**config.mk**
```make
export PLATFORM = sky130hd
export DESIGN_NAME = imem_load_ctrl
export DESIGN_NICKNAME = d
export VERILOG_FILES = /design/src/rtl/imem_load_ctrl.sv
export SDC_FILE = /design/constraint.sdc
export NUM_CORES = 1
export LEC_CHECK = 0
export CAP_MARGIN = 20
export CORE_MARGIN = 4
export CORE_UTILIZATION = 27
export DETAILED_ROUTE_END_ITERATION = 16
export PLACE_DENSITY = 0.86
export SLEW_MARGIN = 20
export SYNTH_ARGS = -nofsm -noshare
export SYNTH_HDL_FRONTEND = slang
export SYNTH_SLANG_ARGS = --single-unit
```
**constraint.sdc**
```tcl
create_clock -name clk -period 3.02 [get_ports clk]
set_clock_uncertainty 0.05 [all_clocks]
set_input_delay 0.453 -clock clk [delete_from_list [all_inputs] [get_ports clk]]
set_output_delay 0.453 -clock clk [all_outputs]
set_load 0.01 [all_outputs]
```
**src/rtl/imem_load_ctrl.sv**
```systemverilog
// -----------------------------------------------------------------------------
// imem_load_ctrl
//   Boot and patch controller for an instruction memory. While the core is
//   held (LOAD), an external loader streams words into IMEM. Once the core
//   runs, a loader request freezes the pipeline for one cycle, streams the
//   patch (PATCH), then releases the core with a one-cycle flush (RESUME).
//
// Ports
//   clk, rst                    clock, asynchronous active-high reset
//   i_ld_valid/addr/data/last   loader word offer (byte address)
//   o_ld_ready                  loader word accepted this cycle
//   i_fetch_pc, i_pipe_stall    fetch PC (read address) and hazard stall
//   o_fetch_en                  fetch-stage PC enable
//   o_core_hold                 holds the core pipeline idle
//   o_flush                     one-cycle flush pulse after a patch
//   o_mem_addr/wr_en/wr_data    instruction memory port
//   o_word_count                accepted words since reset (saturating)
//   o_err                       sticky bad-address flag
// -----------------------------------------------------------------------------
module imem_load_ctrl #(
    parameter int IMEM_DEPTH = 1024
) (
    input  logic        clk,
    input  logic        rst,
    input  logic        i_ld_valid,
    input  logic [31:0] i_ld_addr,
    input  logic [31:0] i_ld_data,
    input  logic        i_ld_last,
    output logic        o_ld_ready,
    input  logic [31:0] i_fetch_pc,
    input  logic        i_pipe_stall,
    output logic        o_fetch_en,
    output logic        o_core_hold,
    output logic        o_flush,
    output logic [31:0] o_mem_addr,
    output logic        o_mem_wr_en,
    output logic [31:0] o_mem_wr_data,
    output logic [15:0] o_word_count,
    output logic        o_err
);

    // Byte-address limit, widened so large depths cannot overflow 32 bits.
    localparam logic [33:0] ADDR_LIMIT = 34'(IMEM_DEPTH) << 2;

    typedef enum logic [2:0] {
        LOAD   = 3'd0,
        START  = 3'd1,
        RUN    = 3'd2,
        FREEZE = 3'd3,
        PATCH  = 3'd4,
        RESUME = 3'd5
    } state_t;

    state_t state, state_next;

    logic accept;
    logic addr_ok;
    logic do_write;

    function automatic logic [15:0] sat_inc(input logic [15:0] v);
        return (v == 16'hFFFF) ? v : v + 16'd1;
    endfunction

    assign o_ld_ready = (state == LOAD) || (state == PATCH);
    assign accept     = i_ld_valid && o_ld_ready;
    assign addr_ok    = (i_ld_addr[1:0] == 2'b00) && ({2'b00, i_ld_addr} < ADDR_LIMIT);
    // The reset term keeps the write strobe low while rst is high even though
    // the state already reads LOAD and the loader may still be offering.
    assign do_write   = accept && addr_ok && !rst;

    assign o_mem_wr_en   = do_write;
    assign o_mem_addr    = do_write ? i_ld_addr : i_fetch_pc;
    assign o_mem_wr_data = i_ld_data;

    always_ff @(posedge clk or posedge rst) begin
        if (rst) begin
            state        <= LOAD;
            o_word_count <= 16'd0;
            o_err        <= 1'b0;
        end else begin
            state <= state_next;
            if (accept) begin
                o_word_count <= sat_inc(o_word_count);
                if (!addr_ok) begin
                    o_err <= 1'b1;
                end
            end
        end
    end

    always_comb begin
        state_next  = state;
        o_core_hold = 1'b1;
        o_fetch_en  = 1'b0;
        o_flush     = 1'b0;
        case (state)
            LOAD: begin
                if (accept && i_ld_last) state_next = START;
            end
            START: begin
                state_next = RUN;
            end
            RUN: begin
                o_core_hold = 1'b0;
                o_fetch_en  = !i_pipe_stall;
                // A loader request wins over any stall.
                if (i_ld_valid) state_next = FREEZE;
            end
            FREEZE: begin
                state_next = PATCH;
            end
            PATCH: begin
                if (accept && i_ld_last) state_next = RESUME;
            end
            RESUME: begin
                o_core_hold = 1'b0;
                o_flush     = 1'b1;
                state_next  = RUN;
            end
            default: begin
                state_next = LOAD;
            end
        endcase
    end

endmodule

```
Yosys cells after proc, flatten, opt, wreduce, memory -nomap -nowiden
Cells that the tools add are included.
{"block": "classes", "addsub": 1, "magnitude_cmp": 1, "n_eq_ne": 9, "n_mux": 8, "bitwise_logic": 2, "reduce_logical": 15}
{"op": "$lt 32x13->1 const B", "n": 1}
{"op": "$mux 32", "n": 1}
{"op": "$add 16x1->16 const B", "n": 1}
{"op": "$eq 16x16->1 const B", "n": 1}
{"op": "$pmux 3 s5", "n": 1}
{"op": "$mux 3", "n": 3}
{"op": "$eq 3x2->1 const B", "n": 2}
{"op": "$eq 3x3->1 const B", "n": 2}
{"op": "$logic_and 1x1->1", "n": 5}
{"op": "$ne 2x1->1 const B", "n": 2}
{"op": "$reduce_and 2->1", "n": 2}
{"op": "$reduce_or 2->1", "n": 2}
{"op": "$eq 3x1->1 const B", "n": 1}
{"op": "$logic_not 3->1", "n": 1}
{"op": "$mux 1", "n": 3}
{"op": "$reduce_and 3->1", "n": 1}
{"op": "$logic_not 1->1", "n": 2}
{"op": "$logic_not 2->1", "n": 1}
{"op": "$ne 2x2->1 const B", "n": 1}
{"op": "$not 1->1", "n": 2}
{"op": "$logic_or 1x1->1", "n": 1}
{"block": "totals", "ff_bits": 20, "inputBits": 101, "out_inout_bits": 86, "wordCells": 39}

Logic depth before layout (Yosys ltp)
Gate-level depths: netlist (run 1).
{"block": "logic_depth", "depth_word": 6, "mapped_depth": 6, "depth_no_buf": 5}

Worst setup path before layout (run 1)
OpenSTA, ideal clock, no wires.
{"block": "synth_path", "path_kind": "reg2out", "startpoint": "reg state[0]", "endpoint": "out o_mem_addr[10]", "t_arrival_ns": 1.916, "required_ns": 2.517, "setup_slack_ns": 0.601, "stages_incl_launch_ff": 7, "path_buffers": 3, "path_cell_list": "dfrtp_1 > buf_6 > or3b_4 > buf_6 > nor4_4 > buf_4 > mux2_2"}
{"block": "synth_between", "elab_chain_len": 6, "elab_cells_between_ends": 7, "classes_between": "eq/ne (1); mux (1); reduce/logical (5)"}
{"item": "start, declared", "line_no": "54", "text": "state_t state, state_next;"}
{"item": "start signal, assigned", "line_no": "81", "text": "state <= state_next;"}
{"item": "$eq 3x3->1 or $logic_not 3->1 (tied branches)", "line_no": "64", "text": "assign o_ld_ready = (state == LOAD) || (state == PATCH);"}
{"item": "$logic_or 1x1->1 *", "line_no": "64"}
{"item": "$logic_and 1x1->1 *", "line_no": "65", "text": "assign accept = i_ld_valid && o_ld_ready;"}
{"item": "$logic_and 1x1->1 * (2 in a row)", "line_no": "69", "text": "assign do_write = accept && addr_ok && !rst;"}
{"item": "$mux 32 *", "line_no": "72", "text": "assign o_mem_addr = do_write ? i_ld_addr : i_fetch_pc;"}
{"item": "end, declared", "line_no": "35", "text": "output logic [31:0] o_mem_addr,"}
Mark *: on every way between the ends. The rest lies on a longest branch, timed or not.

Worst setup path after layout (run 1)
{"block": "layout_path", "startpoint": "in i_ld_addr[15]", "endpoint": "out o_mem_addr[3]"}
{"block": "layout_between", "elab_chain_len": 5}
{"item": "start, declared", "line_no": "26", "text": "input logic [31:0] i_ld_addr,"}
{"item": "$lt 32x13->1", "line_no": "66", "text": "assign addr_ok = (i_ld_addr[1:0] == 2'b00) && ({2'b00, i_ld_addr} < ADDR_LIMIT);"}
{"item": "$logic_and 1x1->1", "line_no": "66"}
{"item": "$logic_and 1x1->1 (2 in a row)", "line_no": "69"}
{"item": "$mux 32", "line_no": "72"}
Every way passes these cells.

==> metrics.md, run 1 <==
| Metric | Value |
|---|---|
| Grt ovf | `0` |
| ANT cells | `0` |
| Worst path most repeated cell | `buf_6` |
| R2R cell count | `5` |
| Crit Path Category | `in2out` |
| Multi-input gate area | `around 800 um2` |
| CTS tree | `done` |
| HPWL after detailed placement | `around 4700 um` |
| Register share of total power | `0.357` |
| Worst-path cell chain | `clkdlybuf4s50_1, nor4_1, nand2_1, nor4_4, buf_12, buf_6, buf_4, mux2_2, buf_6` |
| Die width | `84.9 um` |
| Required @ worst endpoint | `between 2 and 3 ns` |
| Sw power | `roughly 400 uW` |
| Clock power share | `0.219` |
| Clk_lat worst skew | `~0.26 ns` |
| Final critical-path share of the clock period | `0.971` |
| Worst-margin pin slew | `between 0.7 and 0.8 ns` |
| Commonest cells in the netlist | `buf_4 (33), dfrtp_1 (20), nor2b_1 (20), nor4_1 (12), mux2_2 (11)` |
| H-tree depth | `1` |
| Crit end category | `output pin` |
| Via density | `4.62` |
| Detailed-route via count | `1654` |
| Nets | `389` |
| Global routing's busiest layer | `met2` |
| Input/output buffers | `approximately 120` |
| Minimum clock period | `around 3 ns` |
| CTS clk-pin slew, worst paths | `0.07 ns` |
| Std cell rows | `27` |
| Number of clock sinks | `20` |
| Total Wirelength | `between 5000 and 6000 um` |
| Worst min-delay path class | `reg2reg` |
| RSZ-0062 raised after global routing | `yes` |
| Leakage | `1.26 nW` |
| DR pass1 iterations | `3` |
| Storage element area | `roughly 500 um2` |
| Max-cap violations | `0` |
| Drt drc | `0` |
| Iter 0 DRT Violations | `75` |
| Top cell type by total area after synthesis | `dfrtp_1` |
| Design Power | `between 1 and 1.5 mW` |
| Largest net degree at the start of global routing | `21` |
| CP max FO | `7` |
| Critical path depth | `9` |
| Cell count after synthesis | `roughly 180` |
| Post-synth cell types | `33` |
| CTS Buf Count | `3` |
| CTS Buffer Depth | `2` |
| Yosys warns | `0` |
| Global-route wire length before repair | `around 9000 um` |
| Post-synth ARST share | `1.00` |
| Root Buffer | `clkbuf_8` |
| Final setup violation count | `0` |
| Net Sw Frac | `0.328` |
| Int Pwr | `between 800 and 900 uW` |
| Net Count, Synth | `279` |
| Core ar. | `between 0.005 and 0.006 mm2` |
| Most frequent cell after synthesis | `buf_4` |
| Post-DR wirelength/cell | `15.9 um` |
| Initial antenna violation count | `0` |
| All-layer global routing usage | `0.154` |
| Slew Limit Fails | `0` |
| GRT met3 Usage | `0.0408` |
| Met2 Track Usage GR | `0.295` |
| Synth Area per Inst | `approximately 9 um2` |
| Max Freq | `0.341 GHz` |
| Met1 Resource Use GR | `0.157` |
| Logic pwr share | `0.425` |
| Status | `completed` |
| Critical Path AT | `~2.4 ns` |
| WP buf/inv | `5` |
| Cell area after synthesis | `around 0.0016 mm2` |
| CP max stage delay | `roughly 0.40 ns` |
| Cell Pwr Density | `roughly 430 mW/mm2` |
| Final core utilization | `0.509` |
| ANT nets after route | `0` |
| Layout cells sized above 1 | `0.196` |
| Most used DFF post-synth | `dfrtp_1` |
| Share of the synthesized area in the top cell type | `0.313` |
| Setup TNS | `0 ns` |
| Vias in the first global route | `~1800` |
| Critical Path Source Type | `input pin` |
| Filler cells | `563` |
| Slew margin rel. | `0.496` |
| Synth Register Bits | `20` |
| Die Area | `about 0.0072 mm2` |
| Layout area overhead | `78.9%` |
| Synth area leaders | `dfrtp_1 (31%), buf_4 (16%), nor2b_1 (7.8%), mux2_2 (7.8%), nor4_1 (4.7%)` |
| Starting Density | `0.285` |
| Die Span Y | `84.9 um` |
| Delay-heaviest family, CP | `buffers and inverters` |
| Peak VDD IR | `0.000185 V` |
| Boundary Pins | `187` |
| Master of the slowest instance on the critical path | `clkdlybuf4s50_1` |
| Final hold violations | `0` |
| Placer Congestion | `between 0.8 and 0.9` |
| Post-synthesis sequential area ratio | `0.313` |
| Hold path depth | `1` |
| EDFF count, synth | `0` |
==> worst reg2reg max path: cells and delay by family, from the launching register on <==
family,cells,cell delay (ns)
multiplexers,1,0.32
AND/OR/NAND/NOR,3,1.10
buffers and inverters,1,0.18
flip-flops,1,0.48
==> placed cells by master (no fill, tap or decap), types with 4 or more instances in the layout <==
cell type	count
buf_2	6
xnor2_1	4
mux2_2	11
clkdlybuf4s15_2	4
inv_1	5
nor2_1	10
dfrtp_1	20
nand4_1	6
nor4_1	10
buf_4	17
xor2_1	8
nand3_1	6
dlymetal6s2s_1	8
nor2b_1	20
dlygate4sd2_1	22
nand2_1	8
clkdlybuf4s50_1	77
nor3_1	4
==> flip-flops by register name, indices dropped and copies added (netlist names) <==
signal and count:
o_err 1, o_word_count 16, state 3
==> per-stage QoR <==
step	std cells	hold slack (ns)	area [um2]	worst slack, ns
2_1_floorplan	177	0.367	1600	0.601
3_3_place_gp	341	0.409	2700	-0.234
3_5_place_dp	341	0.416	2700	-0.289
4_1_cts	358	0.442	2840	0.00547
5_1_grt	358	0.484	2860	-0.00888
6_report	358	0.433	2860	0.0882
==> power by group through the flow <==
| stage | combinational [mW] | clock, mW | sequential, mW |
|---|---|---|---|
| after floorplan | 0.270 | 0 | 0.433 |
| after global placement | 0.531 | 0 | 0.436 |
| after detailed placement | 0.543 | 0 | 0.441 |
| after CTS | 0.531 | 0.277 | 0.438 |
| after global routing | 0.566 | 0.287 | 0.455 |
| final | 0.519 | 0.268 | 0.436 |
==> routing by layer <==
metal | up-vias | share of wire
li1 | 792 | -
met3 | 13 | 0.080
met4 | 0 | 0.026
met5 | - | 0
met2 | 88 | 0.54
met1 | 761 | 0.35
==> worst paths after layout <==
kind                            slack (ns)                to          start
worst max-delay path                  0.09     o_mem_addr[3]  i_ld_addr[15]
worst min-delay path                  0.43             o_err          o_err
worst max register to register        0.78  o_word_count[15]       state[0]
worst min register to register        0.43             o_err          o_err
max in group asynchronous             1.69   o_word_count[7]            rst
min in group asynchronous             0.75   o_word_count[2]            rst
==> cell type report <==
type,count,share of cell area
Clock buffer,3,0.0145
Clock inverter,1,0.0105
Inverter,5,0.00657
Multi-Input combinational cell,115,0.287
Sequential cell,20,0.175
Tap cell,72,0.0315
Timing Repair Buffer,142,0.474
==> what timing repair did <==
| action | 4_1_cts | 5_1_grt |
|---|---|---|
| hold endpoints to repair | 0 | 0 |
| hold buffers | 0 | 0 |
| buffers inserted | 13 | 1 |
| endpoints found under the setup margin | 30 | 30 |
| pin swaps | 6 | 8 |
| gates resized for setup | 78 | 11 |
==> kinds of logic (layout without fill, tap and decap cells) <==
logic type               Yosys count  count (layout)  synth area share
adder cells (fa/ha/maj)            1               1           0.00784
multiplexers                      12              12            0.0846
XOR/XNOR                          12              12            0.0658
AND/OR/NAND/NOR                   82              82             0.311
AO/OA/AOI/OAI                      8               8            0.0313
buffers and inverters             42             151             0.186
flip-flops                        20              20             0.313
(Power assumes the default switching activity.)
==> run 2, diff against run 1 <==
Settings changed: CTS_CLUSTER_SIZE set to 30.
==> results of run 2 <==
No change in the layout: final DEF, timing and power equal those of run 1.
